### src/rtl/fifo_multiplier_stream_pkg.sv
// Shared definitions for the FIFO-fed multiplier stream: arithmetic mode encoding and
// width helpers used by the interface, the operand FIFO and the top level.
package fifo_multiplier_stream_pkg;

  typedef enum int {
    MODE_UNSIGNED = 0,
    MODE_SIGNED   = 1
  } mult_mode_e;

  // Width of a counter that must represent 0..depth inclusive.
  function automatic int count_width(input int depth);
    return $clog2(depth + 1);
  endfunction

endpackage

### src/rtl/fifo_multiplier_stream_if.sv
// Operand-in / product-out bundle of the multiplier stream; the block is the slave,
// the operand producer and product consumer together form the master side.
interface fifo_multiplier_stream_if
  import fifo_multiplier_stream_pkg::*;
#(
  parameter int W     = 8,
  parameter int DEPTH = 8
) ();

  localparam int CW = count_width(DEPTH);

  logic              write_req;
  logic [2*W-1:0]    fifo_write_data;
  logic [CW-1:0]     left_sig;
  logic              overflow_sig;
  logic [2*W-1:0]    product;
  logic              product_valid;
  logic              product_ready;

  modport slave (
    input  write_req, fifo_write_data, product_ready,
    output left_sig, overflow_sig, product, product_valid
  );

  modport master (
    output write_req, fifo_write_data, product_ready,
    input  left_sig, overflow_sig, product, product_valid
  );

endinterface

### src/rtl/fifo_multiplier_stream_sync_fifo_fwft.sv
// First-word-fall-through synchronous FIFO: the head entry is visible on rdata_o while
// not empty; writes while full and pops while empty are ignored.
module sync_fifo_fwft #(
  parameter int WIDTH = 16,
  parameter int DEPTH = 8
) (
  input  logic                         clk,
  input  logic                         rst_n,
  input  logic                         write_i,
  input  logic [WIDTH-1:0]             wdata_i,
  input  logic                         pop_i,
  output logic [WIDTH-1:0]             rdata_o,
  output logic                         empty_o,
  output logic                         full_o,
  output logic [$clog2(DEPTH+1)-1:0]   count_o
);

  localparam int AW = $clog2(DEPTH);
  localparam int CW = $clog2(DEPTH + 1);

  logic [WIDTH-1:0] mem_q [DEPTH];
  logic [AW-1:0]    wr_ptr_q, wr_ptr_d;
  logic [AW-1:0]    rd_ptr_q, rd_ptr_d;
  logic [CW-1:0]    count_q, count_d;
  logic             do_write, do_pop;

  assign do_write = write_i && !full_o;
  assign do_pop   = pop_i && !empty_o;

  // NOTE: blocking assignments in combinational processes, non-blocking in clocked ones.
  always_comb begin
    wr_ptr_d = wr_ptr_q;
    rd_ptr_d = rd_ptr_q;
    if (do_write) wr_ptr_d = wr_ptr_q + 1'b1;
    if (do_pop)   rd_ptr_d = rd_ptr_q + 1'b1;
    count_d = count_q + CW'(do_write) - CW'(do_pop);
  end

  always_ff @(posedge clk or negedge rst_n) begin
    if (!rst_n) begin
      wr_ptr_q <= '0;
      rd_ptr_q <= '0;
      count_q  <= '0;
    end else begin
      wr_ptr_q <= wr_ptr_d;
      rd_ptr_q <= rd_ptr_d;
      count_q  <= count_d;
    end
  end

  // NOTE: the storage array has no reset; count and pointers decide which words are live.
  always_ff @(posedge clk) begin
    if (do_write) mem_q[wr_ptr_q] <= wdata_i;
  end

  assign rdata_o = mem_q[rd_ptr_q];
  assign empty_o = (count_q == '0);
  assign full_o  = (count_q == CW'(DEPTH));
  assign count_o = count_q;

endmodule

### src/rtl/fifo_multiplier_stream.sv
// Operand FIFO feeding a PIPE_STAGES-deep multiplier pipeline with a single global
// advance enable; the last stage is the registered product/product_valid output.
module fifo_multiplier_stream
  import fifo_multiplier_stream_pkg::*;
#(
  parameter int W           = 8,
  parameter int DEPTH       = 8,
  parameter int PIPE_STAGES = 3,
  parameter int SIGNED      = MODE_UNSIGNED
) (
  input  logic                     clk,
  input  logic                     rst_n,
  fifo_multiplier_stream_if.slave  bus
);

  localparam int PW = 2 * W;
  localparam int CW = count_width(DEPTH);

  logic [PW-1:0] head;
  logic          empty, full;
  logic [CW-1:0] count;
  logic          advance, pop;
  logic [PW-1:0] a_ext, b_ext, mult;

  logic [PIPE_STAGES-1:0][PW-1:0] prod_q, prod_d;
  logic [PIPE_STAGES-1:0]         vld_q, vld_d;
  logic                           ovf_q, ovf_d;

  // A stalled output freezes the whole pipe, including the FIFO read side.
  assign advance = !vld_q[PIPE_STAGES-1] || bus.product_ready;
  assign pop     = advance && !empty;

  sync_fifo_fwft #(
    .WIDTH (PW),
    .DEPTH (DEPTH)
  ) u_fifo (
    .clk     (clk),
    .rst_n   (rst_n),
    .write_i (bus.write_req),
    .wdata_i (bus.fifo_write_data),
    .pop_i   (pop),
    .rdata_o (head),
    .empty_o (empty),
    .full_o  (full),
    .count_o (count)
  );

  // Extending to the full product width keeps the low 2*W bits correct in both modes.
  always_comb begin
    if (SIGNED == MODE_SIGNED) begin
      a_ext = {{W{head[PW-1]}}, head[PW-1:W]};
      b_ext = {{W{head[W-1]}},  head[W-1:0]};
    end else begin
      a_ext = {{W{1'b0}}, head[PW-1:W]};
      b_ext = {{W{1'b0}}, head[W-1:0]};
    end
    mult = a_ext * b_ext;
  end

  always_comb begin
    prod_d = prod_q;
    vld_d  = vld_q;
    if (advance) begin
      vld_d[0]  = pop;
      prod_d[0] = mult;
      for (int i = 1; i < PIPE_STAGES; i++) begin
        vld_d[i]  = vld_q[i-1];
        prod_d[i] = prod_q[i-1];
      end
    end
    ovf_d = ovf_q || (bus.write_req && full);
  end

  always_ff @(posedge clk or negedge rst_n) begin
    if (!rst_n) begin
      prod_q <= '0;
      vld_q  <= '0;
      ovf_q  <= 1'b0;
    end else begin
      prod_q <= prod_d;
      vld_q  <= vld_d;
      ovf_q  <= ovf_d;
    end
  end

  assign bus.product       = prod_q[PIPE_STAGES-1];
  assign bus.product_valid = vld_q[PIPE_STAGES-1];
  assign bus.left_sig      = CW'(DEPTH) - count;
  assign bus.overflow_sig  = ovf_q;

endmodule

### src/flat_wrapper.sv
// flat-port wrapper written by rule: the top's interface ports become plain ports
module fifo_multiplier_stream_flat import fifo_multiplier_stream_pkg::*;
#(
  parameter int W           = 8,
  parameter int DEPTH       = 8,
  parameter int PIPE_STAGES = 3,
  parameter int SIGNED      = MODE_UNSIGNED
)
  (clk, rst_n, bus_write_req, bus_fifo_write_data, bus_product_ready, bus_left_sig, bus_overflow_sig, bus_product, bus_product_valid);
  fifo_multiplier_stream_if #(.W(W), .DEPTH(DEPTH)) bus_i ();
  input  logic clk;
  input  logic rst_n;
  input wire logic [$bits(bus_i.write_req)-1:0] bus_write_req;
  input wire logic [$bits(bus_i.fifo_write_data)-1:0] bus_fifo_write_data;
  input wire logic [$bits(bus_i.product_ready)-1:0] bus_product_ready;
  output wire logic [$bits(bus_i.left_sig)-1:0] bus_left_sig;
  output wire logic [$bits(bus_i.overflow_sig)-1:0] bus_overflow_sig;
  output wire logic [$bits(bus_i.product)-1:0] bus_product;
  output wire logic [$bits(bus_i.product_valid)-1:0] bus_product_valid;
  assign bus_i.write_req = bus_write_req;
  assign bus_i.fifo_write_data = bus_fifo_write_data;
  assign bus_i.product_ready = bus_product_ready;
  assign bus_left_sig = bus_i.left_sig;
  assign bus_overflow_sig = bus_i.overflow_sig;
  assign bus_product = bus_i.product;
  assign bus_product_valid = bus_i.product_valid;
  fifo_multiplier_stream #(.W(W), .DEPTH(DEPTH), .PIPE_STAGES(PIPE_STAGES), .SIGNED(SIGNED)) u_core (.clk(clk), .rst_n(rst_n), .bus(bus_i));
endmodule
### config.mk
export PLATFORM = sky130hd
export DESIGN_NAME = fifo_multiplier_stream_flat
export DESIGN_NICKNAME = d
export VERILOG_FILES = /design/src/rtl/fifo_multiplier_stream_pkg.sv /design/src/rtl/fifo_multiplier_stream_if.sv /design/src/rtl/fifo_multiplier_stream_sync_fifo_fwft.sv /design/src/rtl/fifo_multiplier_stream.sv /design/src/flat_wrapper.sv
export SDC_FILE = /design/constraint.sdc
export NUM_CORES = 1
export LEC_CHECK = 0
export ABC_CLOCK_PERIOD_IN_PS = 5900
export BUFFER_PORTS_ARGS = -buffer_cell sky130_fd_sc_hd__buf_2
export CAP_MARGIN = 40
export CORE_MARGIN = 8
export CORE_UTILIZATION = 54
export CTS_BUF_LIST = sky130_fd_sc_hd__clkbuf_16
export DETAILED_ROUTE_END_ITERATION = 16
export PLACE_DENSITY_LB_ADDON = 0.15
export SKIP_LAST_GASP = 1
export SLEW_MARGIN = 10
export SYNTH_ARGS = -nofsm -noshare
export SYNTH_HDL_FRONTEND = slang
export SYNTH_SLANG_ARGS = --single-unit
### constraint.sdc
create_clock -name clk -period 5.9 [get_ports clk]
set_input_delay 1.18 -clock clk [delete_from_list [all_inputs] [get_ports clk]]
set_output_delay 1.18 -clock clk [all_outputs]
set_load 0.02 [all_outputs]
Word level (Yosys, flattened, before mapping)
Memory sizes are Yosys's and may differ from the RTL's.
Index checks and enable logic that the tools add are counted.

operators by class
  muxes and demuxes = 2
  add/sub/neg operators = 5
  eq/ne operators = 1
  multiply operators = 1
  reduce and logical (&&, ||, !) cells = 10

operator list
  operator                                                       count
  8-bit by 8-bit multiplier with 16-bit output                   1
  3-bit by 1-bit adder with 3-bit output, second input constant  2
  4-bit by 1-bit adder with 4-bit output                         1
  4-bit == test, second input constant                           1
  1-bit logical AND                                              4
  4-bit zero test                                                1
  4-bit by 1-bit subtractor with 4-bit output                    1
  4-bit subtractor, first input constant                         1
  1-bit zero test                                                3
  1-bit logical OR                                               2
  1-bit 2-to-1 mux                                               2

word-level totals
  input bits = 20
  memories kept = 1
  logic and storage cells = 28
  output and inout port bits = 22
  bits in writable memories = 128
  register bits after elaboration = 62

memory list
  name                 depth  bits a word  rd ports  clocked after memory_dff  wr ports  line                                         text
  u_core.u_fifo.mem_q  8      16           1         0                         1         fifo_multiplier_stream_sync_fifo_fwft.sv:21  logic [WIDTH-1:0] mem_q [DEPTH];

Depth between registers and ports, before layout
Gate-level depths: netlist (run 1).

  depth in word-level cells = 5
  gate-level depth with buffers = 19
  depth with buffers taken out = 17

Modules after synthesis
A second synthesis (run 1) with hierarchy kept.

unflattened totals
  cell total of the unflattened synthesis = 704
  area total of the unflattened synthesis = 9649.3 sq um

modules (own cells, without submodules)
  module                  area each (sq um)  seq. area each (sq um)  instances  cells an instance
  sync_fifo_fwft          5502.8             4093.9                  1          243
  fifo_multiplier_stream  4146.5             1301.2                  1          461

Worst setup path before layout (run 1)
Ideal clock, no wire load.

  path type = register -> register
  from = register u_core.u_fifo.rd_ptr_q[0]
  to = register u_core.prod_q[14] (netlist bit)
  period minus slack after synthesis = 5.067 ns
  setup slack = 0.833 ns
  arrival time = 4.934 ns
  cell stages (with the launch flop) = 20
  library setup time = 0.133 ns
  data required time = 5.767 ns
  buffers on the path = 2
  path through = dfrtp_1 buf_6 buf_12 mux4_2 mux2i_4 nor2_1 fa_1 inv_1 fa_1 inv_1 fa_1 inv_1 fa_1 inv_1 ha_1 a21oi_1 o211ai_1 a21boi_0 nor4b_1 a211oi_1

on the way
  cells in the longest elaborated chain, start to end = 2

ends and longest elaborated chain
  element                                       line                                         text
  start, declared                               fifo_multiplier_stream_sync_fifo_fwft.sv:23  logic [AW-1:0] rd_ptr_q, rd_ptr_d;
  start signal, assigned                        fifo_multiplier_stream_sync_fifo_fwft.sv:46  rd_ptr_q <= rd_ptr_d;
  memory 8 x 16 bit                             -
  8-bit by 8-bit multiplier with 16-bit output  fifo_multiplier_stream.sv:57                 mult = a_ext * b_ext;
  end signal, assigned                          fifo_multiplier_stream.sv:80                 prod_q <= prod_d;
  end, declared                                 fifo_multiplier_stream.sv:25                 logic [PIPE_STAGES-1:0][PW-1:0] prod_q, prod_d;

No other way between the ends.
A chain may end at the register's enable or synchronous reset.

Worst setup path after layout (run 1)
  from = register u_core.u_fifo.rd_ptr_q[0]
  to = register u_core.prod_q[15] (netlist bit)

The elaborated chain is that of the path after synthesis.

==> run summary, run 1 <==
The flow ran to the end, and the final reports show no timing, DRC or antenna violations. Setup repair after global routing left no endpoint under its margin. Counting flops with a built-in enable in the synthesized netlist gives 128.

For this block, the routed nets add up to 18,200 um of wire. The number of global-route vias before repair is 5,597, and the largest fanout on the critical path is 19. The tools report the worst hold path endpoint as u_core.bus.product[10]. The worst setup path is captured at a register. The first global-routing pass estimated 29,400 um of wire. The number of remaining DRC errors was 0. The worst setup path is launched from a register.

TritonCTS built the clock tree. The path class of the tightest hold or removal check is reg -> reg. The first detailed-routing pass ran for 4 iterations. Number of nets in the layout: 852. The worst path in the final design needs a cycle of 5560 ps, including I/O delays and setup.

The die is 150 um tall. The number of stages on the worst hold path was 2. The tools report the area of the die as 22,500 um2. The logs give 812 for the synthesized netlist net count and 49 for the row count.

The count of placed standard cells including taps was 959; the average wire length per cell after detail routing was 18.4 um. By area the synthesized netlist is led by sky130_fd_sc_hd__edfxtp_1, sky130_fd_sc_hd__dfrtp_1, sky130_fd_sc_hd__fa_1. The clock transition time at the flip-flop clock pins of the worst setup and hold paths works out to 80 ps.

Buffer type at the clock tree root: sky130_fd_sc_hd__clkbuf_16. The insertion delay of the later-clocked pin in the worst-skew pair was 440 ps. sky130_fd_sc_hd__edfxtp_1 takes more of the synthesized area than any other cell.

The logs give 0.544 for the effective utilization at floorplan and 0 for the antenna violation net count after detailed routing. Slew of the pin with the lowest slew margin: 793 ps. Measured along the x axis, the die boundary spans 150 um.

The async set-reset flop share out of synthesis was 0.326; the final-layout setup total negative slack was 0 ps. Timing would allow up to 0.180 GHz. Walking the worst path, the cells encountered are buf_12 -> mux4_1 -> mux2i_4 -> nor2_1 -> fa_1 -> inv_1 -> fa_1 -> inv_1 -> fa_1 -> inv_1 -> fa_1 -> inv_1 -> ha_1 -> o211ai_1 -> a21oi_1 -> o21ai_0 -> and3_1 -> o31a_1.

Distinct cell type count after synthesis: 42. For the final database, setup skew stands at 11.3 ps. The number of buffers inserted by port buffering is 41, and the logic depth of the worst register-to-register path is 18.

For the count of warnings emitted by yosys, the log shows 0. Relative to the synthesized area, the layout overhead comes to 11.5%. The delay of the slowest critical-path stage was 630 ps; the buffers inserted during post-CTS setup optimization was 0. The overall via count from detail_route is 5,315, and the number of setup violations in the final report is 0. Leaving out fill and tap cells, the most frequent cell in the layout is sky130_fd_sc_hd__edfxtp_1.

Entering global routing, the biggest net connects 63 pins. For this run the aggregate overflow at the end of global routing stands at 0. Summing every instance area after synthesis gives 9670 um2. The fraction of synthesized cell area taken by the top area cell type came out at 0.397. At the end of routability-driven placement, the weighted congestion stood at 0.808. In this run, post-CTS hold repair placed 0 buffers.

Excluding fillers, the count of instances in the completed layout stands at 991. The register-to-register setup slack is 340 ps, and the number of synthesized register bits is 190. The logs give 190 for the sink count of the clock tree and 4 for the deepest level of the CTS H-tree. The repair_antennas step left the layout with diodes totalling 0. The post-route fraction of the period consumed by the critical path was 0.942. For the number of max-slew violations in the final report, the log shows 0. The filler cells instantiated in the layout total 1,381. Counting every instance in the synthesized netlist gives 709. The longest clock path from root to sink contains 2 buffers.

Pin placement for this block handled 42 I/O pins. The sum of net half-perimeters after detailed placement is 12,700 um. The endpoint identified for the worst register-to-register timing path is u_core.prod_q[15].

The start point of the critical path is u_core.u_fifo.rd_ptr_q[0]. By startpoint and endpoint, the worst setup path is classified as reg -> reg. The standard cell core area is 17,800 um2. For the required arrival time at the worst endpoint, the log shows 6220 ps. The top cell types in the final layout, fill and taps aside, are sky130_fd_sc_hd__edfxtp_1, sky130_fd_sc_hd__nand2_1, sky130_fd_sc_hd__nor2_1, sky130_fd_sc_hd__inv_1, sky130_fd_sc_hd__dfrtp_1. The number of endpoints with negative hold slack in the final report was 0; the number of antenna violations at the first check in global routing was 1. Across the run, the number of max-cap violations was 0.

In this run the mean area of a mapped cell was 13.6 um2. Data on the critical path arrives at its endpoint at 5880 ps. The routed via count divided by cell count is 5.36. The launching point of the worst reg2reg path is u_core.u_fifo.rd_ptr_q[0]. The global router's overall resource usage was 0.173; the number of buffers inserted during clock tree synthesis was 17.

For the initial DRC count, the log shows 310. For the share of the yosys chip area belonging to registers, the log shows 0.558. The share of post-route cells with drive strength above 1 is 0.196. Among all stages on the critical path, the largest delay is contributed by sky130_fd_sc_hd__mux4_1. The tools report the worst max-slew margin expressed relative to the limit as 0.472.

After clock tree synthesis, the repair step resized 0 gates. The dominant register cell in the synthesized netlist is sky130_fd_sc_hd__edfxtp_1. The worst min-delay path startpoint is u_core.bus.product[10].
[cells in the mapped netlist, types with 6 or more instances]
cell type,count
sky130_fd_sc_hd__edfxtp_1,128
sky130_fd_sc_hd__nand2_1,127
sky130_fd_sc_hd__nor2_1,69
sky130_fd_sc_hd__dfrtp_1,62
sky130_fd_sc_hd__inv_1,61
sky130_fd_sc_hd__ha_1,46
sky130_fd_sc_hd__fa_1,37
sky130_fd_sc_hd__mux4_2,29
sky130_fd_sc_hd__a21oi_1,20
sky130_fd_sc_hd__buf_4,18
sky130_fd_sc_hd__mux2i_4,16
sky130_fd_sc_hd__clkbuf_1,11
sky130_fd_sc_hd__or2_1,11
sky130_fd_sc_hd__xor2_1,11
sky130_fd_sc_hd__nand2b_1,7
sky130_fd_sc_hd__o21ai_0,7
sky130_fd_sc_hd__xnor2_1,6
[cell type report]
cell class                 count  area (um2)  share of cell area
timing repair buffer          59         435              0.0404
clock buffer                  17         425              0.0394
tap                          229         287              0.0266
inverter                      61         229              0.0212
clock inverter                15         201              0.0187
sequential                   190        5400               0.500
multi-input combinational    420        3810               0.353
[per-stage QoR]
stage / worst slack [ps] / hold WS, ps / cell area (um2) / util
after floorplan: 833 / 430 / 9670 / -
after global placement: 452 / 444 / 10100 / 0.565
after detailed placement: 338 / 451 / 10200 / 0.572
after CTS: 330 / 469 / 10800 / 0.607
after global routing: 3.14 / 494 / 10800 / 0.607
final: 344 / 464 / 10800 / 0.607
[critical path: cells and delay by family, from the launching register on]
| family | cells | cell delay, ps |
|---|---|---|
| adders and majority gates | 5 | 2430 |
| muxes | 2 | 940 |
| AOI/OAI and AO/OA | 4 | 820 |
| DFF | 1 | 500 |
| buffers and inverters | 5 | 420 |
| and+or+nand+nor | 2 | 300 |
[worst max-delay path by stage]
stage                             end  slack (ps)  cells past startpoint
finish              u_core.prod_q[15]         340                     18
global route        u_core.prod_q[15]           3                     18
CTS                 u_core.prod_q[14]         330                     18
detailed placement  u_core.prod_q[14]         340                     18
global placement    u_core.prod_q[14]         450                     18
floorplan           u_core.prod_q[14]         830                     19
[logic make-up after synthesis]
group	share of synthesized area
xor+xnor	0.0154
buf+inv	0.0524
fa+ha+maj	0.136
simple gates	0.0955
compound gates	0.0277
mux	0.115
flops	0.558
[registers in the layout, indices dropped and copies added, names as in the netlist]
name / count
u_core.vld_q: 3
u_core.bus.overflow_sig: 1
u_core.u_fifo.mem_q: 128
u_core.prod_q: 32
u_core.u_fifo.rd_ptr_q: 3
u_core.bus.product: 16
u_core.u_fifo.count_o: 4
u_core.u_fifo.wr_ptr_q: 3
[routing by layer]
layer / GRT usage / routed length, um / share of wire
met1: 0.220 / 8040 / 0.44
met2: 0.294 / 9400 / 0.52
met3: 0.0375 / 575 / 0.032
met4: 0.0515 / 198 / 0.011
met5: 0 / 13 / 0.00071
Power of run 1 is not shown: default switching activity piles up to over one toggle a cycle in this logic, so the estimate is an artifact.
==> run 2, diff against run 1 <==
==> constraint.sdc (replaced) <==
create_clock -name clk -period 5.9 [get_ports clk]
set_input_delay 0.59 -clock clk [delete_from_list [all_inputs] [get_ports clk]]
set_output_delay 0.59 -clock clk [all_outputs]
set_load 0.02 [all_outputs]
==> run summary, run 2 (synthesis results as in run 1) <==
The clock tree buffer depth was 2. The overall via count from detail_route came out at 5,338. For this design, the CTS-stage hold fixing added 0 buffers. The largest net degree at the start of global routing is 63. In this run, post-CTS repair resized a total of 0 instances.

The worst max-slew margin expressed relative to the limit is 0.461, and the layout-stage area growth over the synthesis result is 10.9%. At the pin with the least slew margin, the transition time is 808 ps. Average wire length per cell after detail routing: 18.2 um. For this block, the routed nets add up to 18,100 um of wire.

For the routability congestion estimate, the log shows 0.810. For the count of inserted antenna diode cells, the log shows 0. The effective utilization at floorplan was 0.544; the area of the die was 22,500 um2.

The type of element capturing the critical path is a register. The post-route fraction of the period consumed by the critical path works out to 0.943. The number of endpoints with negative hold slack in the final report is 0. Category of the worst setup path launch point: a register.

The logs give 0 for the number of setup violations in the final report and 279 for the initial DRC count. Maximum clock rate: 0.180 GHz. From bottom edge to top edge, the die measures 150 um. The final worst clock skew was 18.2 ps. The floorplan has 49 rows. CTS placed an instance of sky130_fd_sc_hd__clkbuf_16 at the clock tree root. The share of post-route cells with drive strength above 1 is 0.191. Data on the critical path is required at its endpoint by 6200 ps. Setup repair after global routing left no endpoint under its margin.

Number of iterations in the first detailed-routing pass: 4. Launching point of the worst reg2reg path: u_core.u_fifo.rd_ptr_q[0]. More flip-flops sit in one register than any other, and that register is u_core.u_fifo.mem_q. Tracing the worst setup path back leads to its startpoint at u_core.u_fifo.rd_ptr_q[0].

The die is 150 um wide. For the global router's overall resource usage, the log shows 0.171. The reported max-cap violation count is 0, and the buffers inserted during post-CTS setup optimization is 0. The flip-flop count of the largest register, all copies and words added came out at 128. The critical path is of the reg -> reg type. For this run the aggregate overflow at the end of global routing stands at 0.

For the wire length of the first global-routing pass, the log shows 29,100 um. The final layout contains 851 nets. After detailed routing, the number of remaining DRC violations is 0.

TritonCTS created 17 clock buffers. The routed via count divided by cell count came out at 5.39. Leaving out fill and tap cells, the most frequent cell in the layout is sky130_fd_sc_hd__edfxtp_1. In this run the worst path has a maximum fanout of 19. Number of buffers inserted by port buffering: 41. The clock transition time at the flip-flop clock pins of the worst setup and hold paths is 70 ps, and the deepest level of the CTS H-tree is 4. In this run the count of I/O pins placed on the die edge is 42. The flow ran to the end, and the final reports show no timing, DRC or antenna violations.

For the worst-skew pair, the clock arrives at the later sink with an insertion delay of 430 ps. For flop-to-flop paths, the worst setup slack is 340 ps. For the number of global-route vias before repair, the log shows 5,516. The logs give 1 for the number of antenna violations at the first check in global routing and 12,700 um for the sum of net half-perimeters after detailed placement. Once detail routing completed, the nets flagged for antenna violations numbered 0. TritonCTS built the clock tree.

The smallest clock period supported by the final layout is computed as 5560 ps. Standard cell core area: 17,800 um2. The tools report the worst path arrival time as 5860 ps.

In this run the worst hold path is classified as in -> async. The tools report the sink count of the clock tree as 190. Setup total negative slack on the finished layout was measured at 0 ps. Number of max-slew violations in the final report: 0.

In the layout the commonest cells are sky130_fd_sc_hd__edfxtp_1, sky130_fd_sc_hd__nand2_1, sky130_fd_sc_hd__nor2_1, sky130_fd_sc_hd__inv_1, sky130_fd_sc_hd__dfrtp_1.
-- run 2: cell count changes in the layout (fill, tap and decap cells not counted), sizes merged --
cell,before,now
buf,59,58
clkbuf,17,19
clkinv,5,3
-- run 2: routing by layer --
metal	share of wire	global-route usage	vias up
li1	-	-	2506
met1	0.43	0.215	2727
met2	0.53	0.294	86
met3	0.032	0.0333	17
met4	0.011	0.0510	2
met5	0.00055	0	-
-- run 2: path summary, 6_finish.rpt --
path                       depth (start not counted)                          to
max                                               18           u_core.prod_q[14]
min                                                2   u_core.u_fifo.wr_ptr_q[2]
max in group asynchronous                          2   u_core.u_fifo.rd_ptr_q[2]
max reg2reg                                       18           u_core.prod_q[14]
min in group clk                                   1  u_core.u_fifo.mem_q[6][12]
min reg2reg                                        1             u_core.vld_q[2]
-- run 2: worst max-delay path, cell delays in order (launching register included) --
cell                       delay, ps
sky130_fd_sc_hd__dfrtp_2         500
sky130_fd_sc_hd__buf_12          230
sky130_fd_sc_hd__mux4_1          640
sky130_fd_sc_hd__mux2i_4         330
sky130_fd_sc_hd__nor2_1          100
sky130_fd_sc_hd__fa_1            520
sky130_fd_sc_hd__inv_1            50
sky130_fd_sc_hd__fa_1            470
sky130_fd_sc_hd__inv_1            50
sky130_fd_sc_hd__fa_1            530
sky130_fd_sc_hd__inv_1            50
sky130_fd_sc_hd__fa_1            520
sky130_fd_sc_hd__inv_1            40
sky130_fd_sc_hd__ha_1            350
sky130_fd_sc_hd__a21oi_1         140
sky130_fd_sc_hd__o211ai_1        160
sky130_fd_sc_hd__a21boi_0        360
sky130_fd_sc_hd__nor4b_1         280
sky130_fd_sc_hd__a211oi_1         70
-- run 2: layout make-up --
class | count | area (um2)
multi-input combinational | 420 | 3810
fill | 1393 | 7060
timing repair buffer | 58 | 433
clock buffer | 19 | 475
tap | 229 | 287
clock inverter | 13 | 87.6
inverter | 61 | 229
sequential | 190 | 5400
-- run 2: per-stage QoR --
stage / instance area [um2] / std cells / hold WS (ps) / utilization / worst slack [ps]
final: 10700 / 990 / 327 / 0.603 / 335
after global routing: 10700 / 990 / 390 / 0.603 / 1.15
after CTS: 10700 / 990 / 346 / 0.603 / 325
after detailed placement: 10200 / 958 / 450 / 0.571 / 361
after global placement: 10000 / 951 / 444 / 0.565 / 450
after floorplan: 9670 / 709 / 294 / - / 833
Power of run 2 is left out for the same reason.
==> run 3, diff against run 2 <==
--- a/config.mk
+++ b/config.mk
@@ -10,8 +10,8 @@
 export CAP_MARGIN = 40
 export CORE_MARGIN = 8
 export CORE_UTILIZATION = 54
-export CTS_BUF_LIST = sky130_fd_sc_hd__clkbuf_16
 export DETAILED_ROUTE_END_ITERATION = 16
+export GPL_TIMING_DRIVEN = 0
 export PLACE_DENSITY_LB_ADDON = 0.15
 export SKIP_LAST_GASP = 1
 export SLEW_MARGIN = 10
==> run summary, run 3 (synthesis results as in run 1) <==
Clock transition time at the flip-flop clock pins of the worst setup and hold paths: 70 ps. The repair_antennas step left the layout with diodes totalling 0. The wire length of the first global-routing pass was 31,000 um.

Summed over all failing endpoints, the final setup total negative slack is 0 ps. For the sum of net half-perimeters after detailed placement, the log shows 13,800 um. After floorplanning, the core was divided into 49 placement rows.

The worst setup path is launched from a register. The most critical setup path has its endpoint at u_core.prod_q[14]. Counting cells, the worst reg-to-reg path comes to 19. Dividing the detail-routed wire length by the instance count gives 18.3 um.

The clock tree synthesis step divided the H-tree into 4 levels. Global router's overall resource usage: 0.180. The number of global-route vias before repair was 6,003; the number of antenna violations at the first check in global routing was 0. The run finished with clean final reports. The share of post-route cells with drive strength above 1 was 0.217; the maximum clock rate was 0.180 GHz.

The reported max-cap violation count came out at 0. The run gives 1,348 as the number of inserted filler cells in the final layout. The required arrival time at the worst endpoint was 6200 ps; the vertical extent of the die was 150 um. Relative to the synthesized area, the layout overhead comes to 13.6%. During placement, the flow inserted port buffers numbering 41.

Leaving out fill and tap cells, the most frequent cells in the layout are sky130_fd_sc_hd__edfxtp_1, sky130_fd_sc_hd__nand2_1, sky130_fd_sc_hd__nor2_1, sky130_fd_sc_hd__dfrtp_1, sky130_fd_sc_hd__inv_1. The core region is 17,800 um2. The critical path starts at u_core.u_fifo.rd_ptr_q[0]. The effective utilization at floorplan was 0.544.

The launching point of the worst reg2reg path was u_core.u_fifo.rd_ptr_q[0]. For the largest net degree at the start of global routing, the log shows 63. The area of the die was 22,500 um2; the number of setup violations in the final report was 0. The tightest hold path in the finished design has a slack of 234 ps.

The run gives 0 as the number of remaining DRC errors. TritonCTS built the clock tree. For this design, the slowest cell found on the critical path is sky130_fd_sc_hd__mux4_2. The routed via count divided by cell count is 5.37. Before antenna repair, the detailed router went through 4 iterations. The clock tree buffer depth came out at 2. Leaving out fill and tap cells, the most frequent cell in the layout is sky130_fd_sc_hd__edfxtp_1. Post-route fraction of the period consumed by the critical path: 0.941. The routability congestion estimate is 0.770. Across all register-to-register paths, the minimum setup slack is 350 ps. The initial DRC count is 312. Flip-flop count of the largest register, all copies and words added: 128. STA puts the critical path data arrival time at 5850 ps. The class of the worst hold path was in -> async. The routed wire length is 18,900 um, and the number of nets in the layout is 891.

On the worst path, the slowest cell contributes a delay of 540 ps. Sink count of the clock tree: 190. The number of clock buffers added by TritonCTS is 17. The count of hold-fix buffers inserted at cts is 0, and the number of endpoints with negative hold slack in the final report is 0.

The worst setup path is captured at a register. The overall via count from detail_route is 5,536, and the number of max-slew violations in the final report is 0. Ranked by flip-flop count, first place goes to u_core.u_fifo.mem_q. Setup repair after global routing left no endpoint under its margin. The largest fanout on the critical path works out to 10.

In this run the clock root is driven by a sky130_fd_sc_hd__clkbuf_16. After layout, the minimum clock period comes to 5550 ps. For the pin with the worst max-slew slack, the measured transition is 780 ps.

In this run the remaining antenna-violating nets after routing total 0. The clock reaches the later pin of the worst-skew pair after 430 ps. The worst max-slew margin expressed relative to the limit is 0.480, and the top-level I/O count is 42. For the final database, setup skew stands at 13.5 ps. The die width is 150 um. Traced cell by cell, the critical path runs through buf_6 -> buf_12 -> mux4_2 -> mux2i_4 -> nor2_1 -> fa_1 -> inv_1 -> fa_1 -> inv_1 -> fa_1 -> inv_1 -> fa_1 -> inv_1 -> ha_1 -> a21oi_1 -> o211ai_1 -> a21boi_1 -> nor4b_1 -> a211oi_1. The remaining global-route overflow was 0. The capturing point of the worst reg2reg path was u_core.prod_q[14]. The start-to-end type of the worst setup path is reg -> reg. The run gives 0.618 as the end-of-flow core utilization.
[run 3: final cells by class]
type | count | area, um2 | share of cell area
Clock buffer | 19 | 454 | 0.0413
Clock inverter | 13 | 119 | 0.0108
Inverter | 61 | 229 | 0.0208
Multi-Input combinational cell | 420 | 3800 | 0.345
Sequential cell | 190 | 5400 | 0.491
Tap cell | 229 | 287 | 0.0261
Timing Repair Buffer | 61 | 432 | 0.0393
Buffer | 37 | 282 | 0.0256
[run 3: per-stage QoR]
stage / instances / instance area, um2 / setup WS, ps
after floorplan: 709 / 9670 / 833
final: 1030 / 11000 / 349
after global routing: 1030 / 11000 / 4.58
after detailed placement: 989 / 10300 / 39.1
after global placement: 979 / 10200 / 169
after CTS: 1021 / 10900 / 17.7
[run 3: per-layer routing]
layer	GRT usage	part of all wire	up-vias
li1	-	-	2585
met1	0.228	0.43	2842
met2	0.311	0.52	90
met3	0.0299	0.033	19
met4	0.0585	0.013	0
met5	0	0	-
[run 3: timing repair]
item | 4_1_cts | 5_1_grt
setup buffers | 0 | 10
endpoints found under the setup margin | 0 | 5
gates resized for setup | 0 | 4
[run 3: worst min path at each step]
| stage | cells past startpoint | end | slack (ps) |
|---|---|---|---|
| floorplan | 0 | u_core.bus.overflow_sig | 290 |
| global placement | 2 | u_core.vld_q[1] | 450 |
| detailed placement | 1 | u_core.bus.overflow_sig | 450 |
| CTS | 1 | u_core.u_fifo.wr_ptr_q[0] | 250 |
| global route | 1 | u_core.u_fifo.count_o[1] | 300 |
| finish | 1 | u_core.u_fifo.count_o[1] | 230 |
[run 3: critical path, delay by kind of cell (launching register included)]
family,cells,cell delay [ps]
mux,2,880
compound gates,4,740
fa+ha+maj,5,2420
buf+inv,6,540
simple gates,2,470
flops,1,370
Power of run 3 is left out for the same reason.
